--- src/rtl/uart_word_rx.sv ---
// Byte-to-word packer behind the UART-Lite bridge: gathers 4 byte strobes into a
// 32-bit word and queues words in a first-word-fall-through FIFO for the CPU.
module uart_word_rx #(
  parameter int DEPTH      = 4,
  parameter bit BIG_ENDIAN = 1'b1
) (
  input  logic                       clk,
  input  logic                       rstn,
  input  logic [7:0]                 uart_input,
  input  logic                       uart_invalid,
  output logic                       uart_inready,
  output logic [31:0]                word_data,
  output logic                       word_valid,
  input  logic                       word_ready,
  input  logic                       flush,
  output logic                       overflow,
  output logic [$clog2(DEPTH):0]     level
);

  localparam int AW = $clog2(DEPTH);
  localparam logic [AW:0] FULL_CNT = (AW+1)'(DEPTH);

  // Handshakes: a byte is taken on any cycle uart_invalid=1 (uart_inready is only
  // advisory to the bridge); a word leaves the FIFO on word_valid & word_ready.
  typedef enum logic [1:0] {IDLE, B1, B2, B3} byte_state_t;

  byte_state_t  state;
  logic [31:0]  asm_word;
  logic [31:0]  word_next;
  logic [31:0]  mem [DEPTH];
  logic [AW-1:0] wr_ptr;
  logic [AW-1:0] rd_ptr;
  logic [AW:0]  count;
  logic         overflow_q;

  logic         full;
  logic         pop;
  logic         last_byte;
  logic         push;
  logic [1:0]   slot;
  logic [4:0]   lsb;

  assign full      = (count == FULL_CNT);
  assign pop       = word_valid & word_ready & ~flush;
  assign last_byte = uart_invalid & ~flush & (state == B3);
  // A pop in the same cycle frees the slot the completing word needs.
  assign push      = last_byte & (~full | pop);

  // Slot k lands at [31-8k:24-8k] big-endian, i.e. lsb = 8*(3-k) = {~k,3'b0}.
  always_comb begin
    word_next = asm_word;
    slot      = 2'(state);
    lsb       = BIG_ENDIAN ? {~slot, 3'b000} : {slot, 3'b000};
    word_next[lsb +: 8] = uart_input;
  end

  always_ff @(posedge clk or negedge rstn) begin
    if (!rstn) begin
      state      <= IDLE;
      asm_word   <= '0;
      wr_ptr     <= '0;
      rd_ptr     <= '0;
      count      <= '0;
      overflow_q <= 1'b0;
      for (int i = 0; i < DEPTH; i++) mem[i] <= '0;
    end else if (flush) begin
      state      <= IDLE;
      asm_word   <= '0;
      wr_ptr     <= '0;
      rd_ptr     <= '0;
      count      <= '0;
      overflow_q <= 1'b0;
    end else begin
      if (uart_invalid) begin
        if (state == B3) begin
          state    <= IDLE;
          asm_word <= '0;
          if (push) begin
            mem[wr_ptr] <= word_next;
            wr_ptr      <= wr_ptr + AW'(1);
          end else begin
            overflow_q  <= 1'b1;
          end
        end else begin
          state    <= byte_state_t'(2'(state) + 2'd1);
          asm_word <= word_next;
        end
      end
      if (pop) rd_ptr <= rd_ptr + AW'(1);
      if (push && !pop)      count <= count + (AW+1)'(1);
      else if (pop && !push) count <= count - (AW+1)'(1);
    end
  end

  assign uart_inready = rstn & ~flush & (count < FULL_CNT);
  assign word_valid   = (count != '0);
  assign word_data    = mem[rd_ptr];
  assign overflow     = overflow_q;
  assign level        = count;

endmodule

--- config.mk ---
export PLATFORM = sky130hd
export DESIGN_NAME = uart_word_rx
export DESIGN_NICKNAME = d
export VERILOG_FILES = /design/src/rtl/uart_word_rx.sv
export SDC_FILE = /design/constraint.sdc
export NUM_CORES = 1
export LEC_CHECK = 0
export ABC_AREA = 1
export BUFFER_PORTS_ARGS = -buffer_cell sky130_fd_sc_hd__buf_4
export CORE_UTILIZATION = 61
export CTS_CLUSTER_SIZE = 20
export DETAILED_ROUTE_END_ITERATION = 7
export PLACE_DENSITY_LB_ADDON = 0.05
export SLEW_MARGIN = 25
export SYNTH_ARGS = -nofsm -noshare
export SYNTH_HDL_FRONTEND = slang
export SYNTH_SLANG_ARGS = --single-unit
export TNS_END_PERCENT = 50
--- constraint.sdc ---
create_clock -name clk -period 2.5 [get_ports clk]
set_input_delay 0.75 -clock clk [delete_from_list [all_inputs] [get_ports clk]]
set_output_delay 0.75 -clock clk [all_outputs]
set_load 0.005 [all_outputs]
* Word-level counts from Yosys, hierarchy flattened
Cells that the tools add are included.
** Word-level totals
- Bits in registers :: 170
- Bits in latches :: 0
- RAM bits :: 0
- Bits in read-only memories :: 0
- Input port bits :: 13
- Output and inout port bits :: 38
- Logic and storage cells :: 78
- Memories :: 0
** Operators by class
- Add/sub/neg operators :: 6
- Multipliers :: 0
- Div/mod/pow operators :: 0
- $lt $le $gt $ge :: 4
- Eq/ne operators :: 3
- Shift operators :: 2
- Muxes and demuxes :: 26
- Bitwise operators :: 13
- Reductions and logical operators :: 14
** Operators by type and width (number)
- 2-to-1 mux 32 bit :: 6
- bitwise mux 128 bit :: 1
- binary-select mux 32 bit (select 2 bit) :: 1
- demux 32 bit (select 2 bit) :: 1
- bitwise mux 32 bit :: 1
- variable shift 8 x 7 -> 32 bit (first input constant) :: 1
- indexed part select 8 x 7 -> 32 bit :: 1
- 2-to-1 mux 2 bit :: 9
- 2-to-1 mux 3 bit :: 3
- nonzero test 2 bit :: 4
- bitwise AND 1 bit :: 7
- negator 5 -> 7 bit :: 1
- adder 2 x 1 -> 2 bit (second input constant) :: 3
- greater-or-equal comparator 3 bit (second input constant) :: 2
- inverter 2 -> 3 bit :: 2
- AND reduction 3 bit :: 2
- nonzero test 3 bit :: 2
- 2-to-1 mux 1 bit :: 4
- AND reduction 4 bit :: 1
- adder 3 x 1 -> 3 bit (second input constant) :: 1
- == test 3 bit (second input constant) :: 1
- logical AND 1 bit :: 3
- less-than comparator 3 x 1 -> 1 bit (second input constant) :: 1
- less-than comparator 3 bit (second input constant) :: 1
- 7 further kinds :: 9

* Longest topological paths before layout
Gate-level depths: netlist of the first run.
- Word-level depth :: 10
- Depth in mapped cells :: 14
- Mapped depth without buffers :: 14

* Worst setup path after synthesis of the first run
OpenSTA, ideal clock, no wires.
- Kind :: reg-to-output
- From :: reg rd_ptr[0]
- To :: out word_data[11]
- Arrival :: 1249 ps
- Data required time :: 1750 ps
- Path slack :: 501 ps
- Stages on the path, launching flop included :: 7
- Path buffers :: 3
- Cells stage by stage :: dfrtp_1 -> buf_2 -> inv_1 -> buf_2 -> clkbuf_1 -> nor2_1 -> o22ai_1
** On the way
- Word-level cells in the longest chain between the ends :: 4
** Ends and longest elaborated chain
- start: declaration :: line 32 : logic [AW-1:0] rd_ptr;
- start signal: assignment :: line 89 : if (pop) rd_ptr <= rd_ptr + AW'(1);
- inverter 2 -> 3 bit (implied by the code) :: line 97 : assign word_data = mem[rd_ptr];
- binary-select mux 32 bit (select 2 bit) :: line 97
- 2-to-1 mux 32 bit (implied by the code) (2 in series) :: line 97
- end: declaration :: line 12 : output logic [31:0] word_data,
Every way passes these cells. The select of a mux whose other input is x is not followed.

* Worst setup path after layout of the first run
- From :: reg rd_ptr[0]
- To :: out word_data[27]
The elaborated chain is that of the path after synthesis.

==> metrics.txt, run 1 <==
status finished clean; Required @ worst endpoint around 1800 ps; Cell Area, Placed around 8600 um2; Wirelength per Cell about 17 um; #FFs+latches synth 170; Achievable Freq between 400 and 500 MHz; critical path type flop to primary output; Post-Place Cells around 1100; detailed placement HPWL 12300 um; commonest non-fill, non-tap cell in the layout nand2_1; fin area 9173 um2; Synth cell types 24; Seq pwr share between 40% and 50%; port bufs 50; Ant. Diodes 0; Power, Total between 0.007 and 0.008 W; Internal Power between 0.005 and 0.006 W; ANT nets after route 0; hold buffer count at CTS 0; max-slew violation count 0; DIE AREA roughly 14000 um2; Max Cap Viol 0; overall routing resource usage a little under a third; die width roughly 120 um; Nets around 960; CTS H-tree depth 4; antenna violations before repair 0; CTS Root Cell clkbuf_16; Resized Gates After CTS 3; Synth Instances just over 900; period utilization 98.46%; Non-Filler Instances about 1100; mux contribution to synthesized area 0%; CTS Buffer Depth 2; critical path capture point type primary output; CP max-delay cell dfrtp_2; Crit path max-delay family buffers and inverters; most frequent cells in the layout nand2_1, dfrtp_1, o21ai_0; Worst-path clk slew about 60 ps; Min Hold Slack slightly below 500 ps; DR iter-0 viols approximately 800; worst-path cell chain inv_6, buf_12, nor2_1, o22ai_1, buf_4; Hold Vio Cnt, Final 0; Rel. slew slack 40.73%; global-route wire length before repair ~32000 um; largest net degree at the start of global routing 171; CP startpoint kind flop; clk_lat worst skew 430 ps; Top FF cell, synth dfrtp_1; Core ar. 12720 um2; WL final roughly 19000 um; max incr delay on CP roughly 450 ps; fraction of the mapped netlist area in compound gates between 20% and 30%; Vias between 6000 and 7000; Crit path buffers/inverters 3; largest family of logic cells by synthesized area compound AO/OA/AOI/OAI gates; Net Switching around 0.0022 W; EDFF count, synth 0; routability cong. ~0.9; final clock skew 7.621 ps; Leakage around 4.5 nW; Worst Path Max Fanout 27; share of flip-flops with an asynchronous set or reset 100.0%; vias in the first global route between 6000 and 7000; CTS Sinks 170; Worst-Margin Slew slightly below 900 ps; vias per inst between 5 and 6; First-pass DRT Iterations 5; unrepaired setup endpoints after global routing true; die span in y ~120 um; Synth Area in XOR/XNOR 0%; share of layout cells above drive strength 1 11.87%; residual DRC count 0; peak supply drop between 500 and 600 uV; Initial Util 63.04%; CTS tree built; IO Count 51; post-layout min period roughly 2500 ps; gr ovfl total 0; num rows 41; total CTS buffers 17; R2R Setup Slk 330 ps; HP Class flop to flop; synthesis warning total 0; Combinational Power Share between 20% and 30%; # setup viols final 0; PwrDens between 800 and 900 nW/um2; postcts setup bufs 0; adder-cell share of the synthesized area around 1.7%; Avg Inst Size Synth approximately 9 um2; synthesis-to-layout area growth 14.37%; Synth Area in Simple Gates 15.54%; Worst EP arrival 1710 ps; sw frac between 20 and 30%; cell area after synthesis approximately 8000 um2; Seq/Total Area, Yosys around 53%; Post-Syn Nets just over 900; clock share of power about a third
## synth_stat cells (2+ instances only)
master | count | share of area (%)
nor2_1 | 86 | 4.0
nand2_1 | 206 | 9.6
buf_4 | 9 | 0.84
a22oi_1 | 16 | 1.5
a21oi_1 | 3 | 0.19
dfrtp_1 | 170 | 53
nand3_1 | 6 | 0.37
buf_2 | 16 | 1.0
nand4_1 | 2 | 0.16
o22ai_1 | 63 | 4.9
o21a_1 | 88 | 8.2
nor2_4 | 2 | 0.28
nand2_2 | 2 | 0.16
clkbuf_1 | 25 | 1.2
nor2_8 | 3 | 0.75
ha_1 | 9 | 1.4
inv_1 | 66 | 3.1
o21ai_0 | 123 | 7.7
buf_6 | 7 | 0.98
## metal layers
layer  up-vias  GRT usage, %  share of wire, %
met3        31         7.680               5.6
met2       221         50.22                49
li1       3096             -                 -
met1      3216         41.13                44
met4         0         10.21               1.9
met5         -             0                 0
## worst paths after layout
kind                                 from       endpoint  cells past startpoint
worst min register to register    mem[57]        mem[57]                      1
max in group asynchronous            rstn      rd_ptr[0]                      2
worst max-delay path            rd_ptr[0]  word_data[27]                      5
worst min-delay path              mem[57]        mem[57]                      1
min in group asynchronous            rstn         mem[6]                      2
worst max register to register    slot[0]        mem[37]                      8
## per-stage QoR
step / util (%) / setup slack (ps) / TNS [ps]
4_1_cts: 72.00 / 17.38 / 0
3_3_place_gp: 67.27 / 284.3 / 0
6_report: 72.10 / 38.55 / 0
3_5_place_dp: 67.27 / 234.8 / 0
5_1_grt: 72.10 / -23.41 / -84.63
2_1_floorplan: - / 500.9 / 0
## layout make-up
type	instances	area [um2]
Multi-Input combinational cell	613	3201
Sequential cell	170	4255
Inverter	67	256.5
Clock buffer	24	501.7
Clock inverter	8	90.09
Timing Repair Buffer	70	653.1
Fill cell	1009	3550
Tap cell	172	215.2
## worst register-to-register path, cell delays in order, from the launching register on
cell     delay [ps]
dfrtp_1         360
buf_4           190
inv_1           100
ha_1            360
inv_1           100
nand4_1         270
o22ai_1         510
nand2_1         130
nand2_1          80
## flip-flops by register name (all words and copies together), names as in the netlist
register and cells:
overflow 1, wr_ptr 2, mem 128, slot 2, rd_ptr 2, level 3, asm_word 32
## logic make-up after synthesis
logic type	Yosys count
AND/OR/NAND/NOR	309
AO/OA/AOI/OAI	294
flip-flops	170
buffers and inverters	124
adder cells (fa/ha/maj)	10
## power groups by stage
stage	combinational [W]	sequential [W]	clock (W)
final	0.00186	0.00303	0.00263
after global routing	0.00206	0.00305	0.00278
after CTS	0.00185	0.00303	0.00266
after detailed placement	0.00183	0.00307	0
after global placement	0.00179	0.00306	0
after floorplan	0.00100	0.00305	0
Power figures use the tool's default switching activity.
==> run 2, diff against run 1 <==
Settings changed: CELL_PAD_IN_SITES_DETAIL_PLACEMENT set to 2, CELL_PAD_IN_SITES_GLOBAL_PLACEMENT set to 2, CORE_UTILIZATION 61 to 38.
==> metrics.txt, run 2 (synthesized netlist as in run 1, its figures left out) <==
Final WS setup 39.71 ps (+1.163 ps); peak supply drop 522.7 uV (-6.5%); largest net degree at the start of global routing 116 (-32%); gr ovfl total 0 (unchanged); largest register by flop count mem; critical path's most frequent cell buf_4; WL final 25890 um (+33%); Internal Power 0.005260 W (-1.9%); Leakage 4.485 nW (+0.37%); met1 WL 12040 um (+42%); DIE AREA 21690 um2 (+59%); Largest register FFs 128 (unchanged); Achievable Freq 406.5 MHz (about the same); postcts setup bufs 0 (unchanged); num rows 52 (+27%); Worst EP arrival 1710 ps (about the same); HP Class input port to async pin; overall routing resource usage 25.49% (-5.5 points); Place WS 161.5 ps (-73.34 ps); ANT nets after route 0 (unchanged); Net Switching 0.002428 W (+13%); max incr delay on CP 410 ps (-40 ps); Worst-path clk slew 70 ps (about the same); Combinational Power Share 25.1% (+0.4 points); CTS Buffer Depth 2 (unchanged); Non-Filler Instances 1227 (+9.2%); top routing layer in use met4; Ant. Diodes 0 (unchanged); most frequent cells in the layout nand2_1, dfrtp_1, o21ai_0; share of layout cells above drive strength 1 12.33% (+0.46 points); Post-Place Cells 1195 (+9.4%); CTS H-tree depth 4 (unchanged); WL met3 777 um (-29%); CTS tree built; critical path capture point type primary output; residual DRC count 0 (unchanged); RR Startpoint slot[0]; commonest non-fill, non-tap cell in the layout nand2_1; worst-path cell chain buf_4, o21ai_0, o22ai_1, buf_4; vias in the first global route 7658 (+21%); sw frac 31.58% (+2.9 points); final clock skew 12.42 ps (+4.801 ps); CP startpoint kind flop; Seq pwr share 39.4% (-0.9 points); Power, Total 0.007688 W (+2.3%); Worst-Margin Slew 906.3 ps (+17.20 ps); Vias 6726 (+2.5%); Fillers 2246 (+120%); CTS Root Cell clkbuf_16; PwrDens 821.1 nW/um2 (+0.18%); DR iter-0 viols 254 (-68%); critical path endpoint word_data[29]; met2 wire len 12690 um (+34%); die span in y 147.3 um (+26%); total CTS buffers 17 (unchanged); period utilization 98.41% (about the same); CTS Sinks 170 (unchanged); R2R Path End mem[69]; die width 147.3 um (+26%); Critical Path Start rd_ptr[0]; IO Count 51 (unchanged); # setup viols final 0 (unchanged); Rel. slew slack 38.94% (-1.8 points); max-slew violation count 0 (unchanged); unrepaired setup endpoints after global routing true; R2R Setup Slk 160 ps (-170 ps); Worst Path Max Fanout 26 (-3.7%); First-pass DRT Iterations 4 (-1); vias per inst 5.482 (-6.1%); Core ar. 20490 um2 (+61%); clock share of power 35.5% (+0.5 points); detailed placement HPWL 17100 um (+39%); port bufs 50 (unchanged); synthesis-to-layout area growth 16.74%; Nets 967 (+0.52%); CP max-delay cell dfrtp_2; critical path type flop to primary output; Max Cap Viol 0 (unchanged); Initial Util 39.13% (-24 points); clk_lat worst skew 440 ps (about the same); worst reg2reg path depth 8 (unchanged); Required @ worst endpoint 1750 ps (about the same); global-route wire length before repair 42340 um (+34%); post-layout min period 2460 ps (-1.163 ps); antenna violations before repair 0 (unchanged); Wirelength per Cell 21.10 um (+22%); routability cong. 0.8083 (-12%); status finished clean; Hold Vio Cnt, Final 0 (unchanged)
## run 2: worst min path at each step
stage	end	start	slack, ps
2_1_floorplan	asm_word[0]	rstn	450
3_3_place_gp	mem[40]	mem[40]	470
3_5_place_dp	mem[87]	mem[87]	480
4_1_cts	asm_word[26]	rstn	490
5_1_grt	mem[60]	rstn	460
6_report	mem[60]	rstn	420
## run 2: area by class of cell
cell class	instances	area, um2	share of cell area [%]
multi-input combinational	613	3197	34.14
timing repair buffer	75	723.2	7.724
tap	270	337.8	3.608
sequential	170	4255	45.45
inverter	67	251.5	2.686
clock inverter	13	165.2	1.764
clock buffer	19	432.9	4.624
## run 2: layer usage
metal / track usage [%] / vias to the layer above
li1: - / 3111
met4: 6.649 / 0
met3: 3.665 / 28
met1: 33.84 / 3485
met5: 0 / -
met2: 43.49 / 102
## run 2: what timing repair did
action | CTS | global route
gates resized for setup | 4 | 2
hold buffers | 0 | 0
endpoints found under the setup margin | 13 | 17
hold endpoints to repair | 0 | 0
## run 2: critical path: cells and delay by family, from the launching register on
kind                   cells  cell delay, ps
AO/OA/AOI/OAI              2             400
buffers and inverters      2             460
flip-flops                 1             410
## run 2: through the flow
| stage | instance area (um2) | util (%) | setup TNS [ps] | hold WS (ps) |
|---|---|---|---|---|
| detailed placement | 8743 | 42.66 | 0 | 476.8 |
| global route | 9363 | 45.68 | -134.2 | 464.9 |
| CTS | 9356 | 45.65 | 0 | 489.4 |
| global placement | 8743 | 42.66 | 0 | 466.8 |
| floorplan | 8020 | - | 0 | 454.4 |
| finish | 9363 | 45.68 | 0 | 415.2 |
## run 2: power groups by stage
stage	Combinational [W]	Clock, W	Sequential (W)
6_report	0.00193	0.00273	0.00303
5_1_grt	0.00215	0.00288	0.00305
4_1_cts	0.00197	0.00277	0.00303
3_5_place_dp	0.00194	0	0.00308
3_3_place_gp	0.00186	0	0.00306
2_1_floorplan	0.00100	0	0.00305
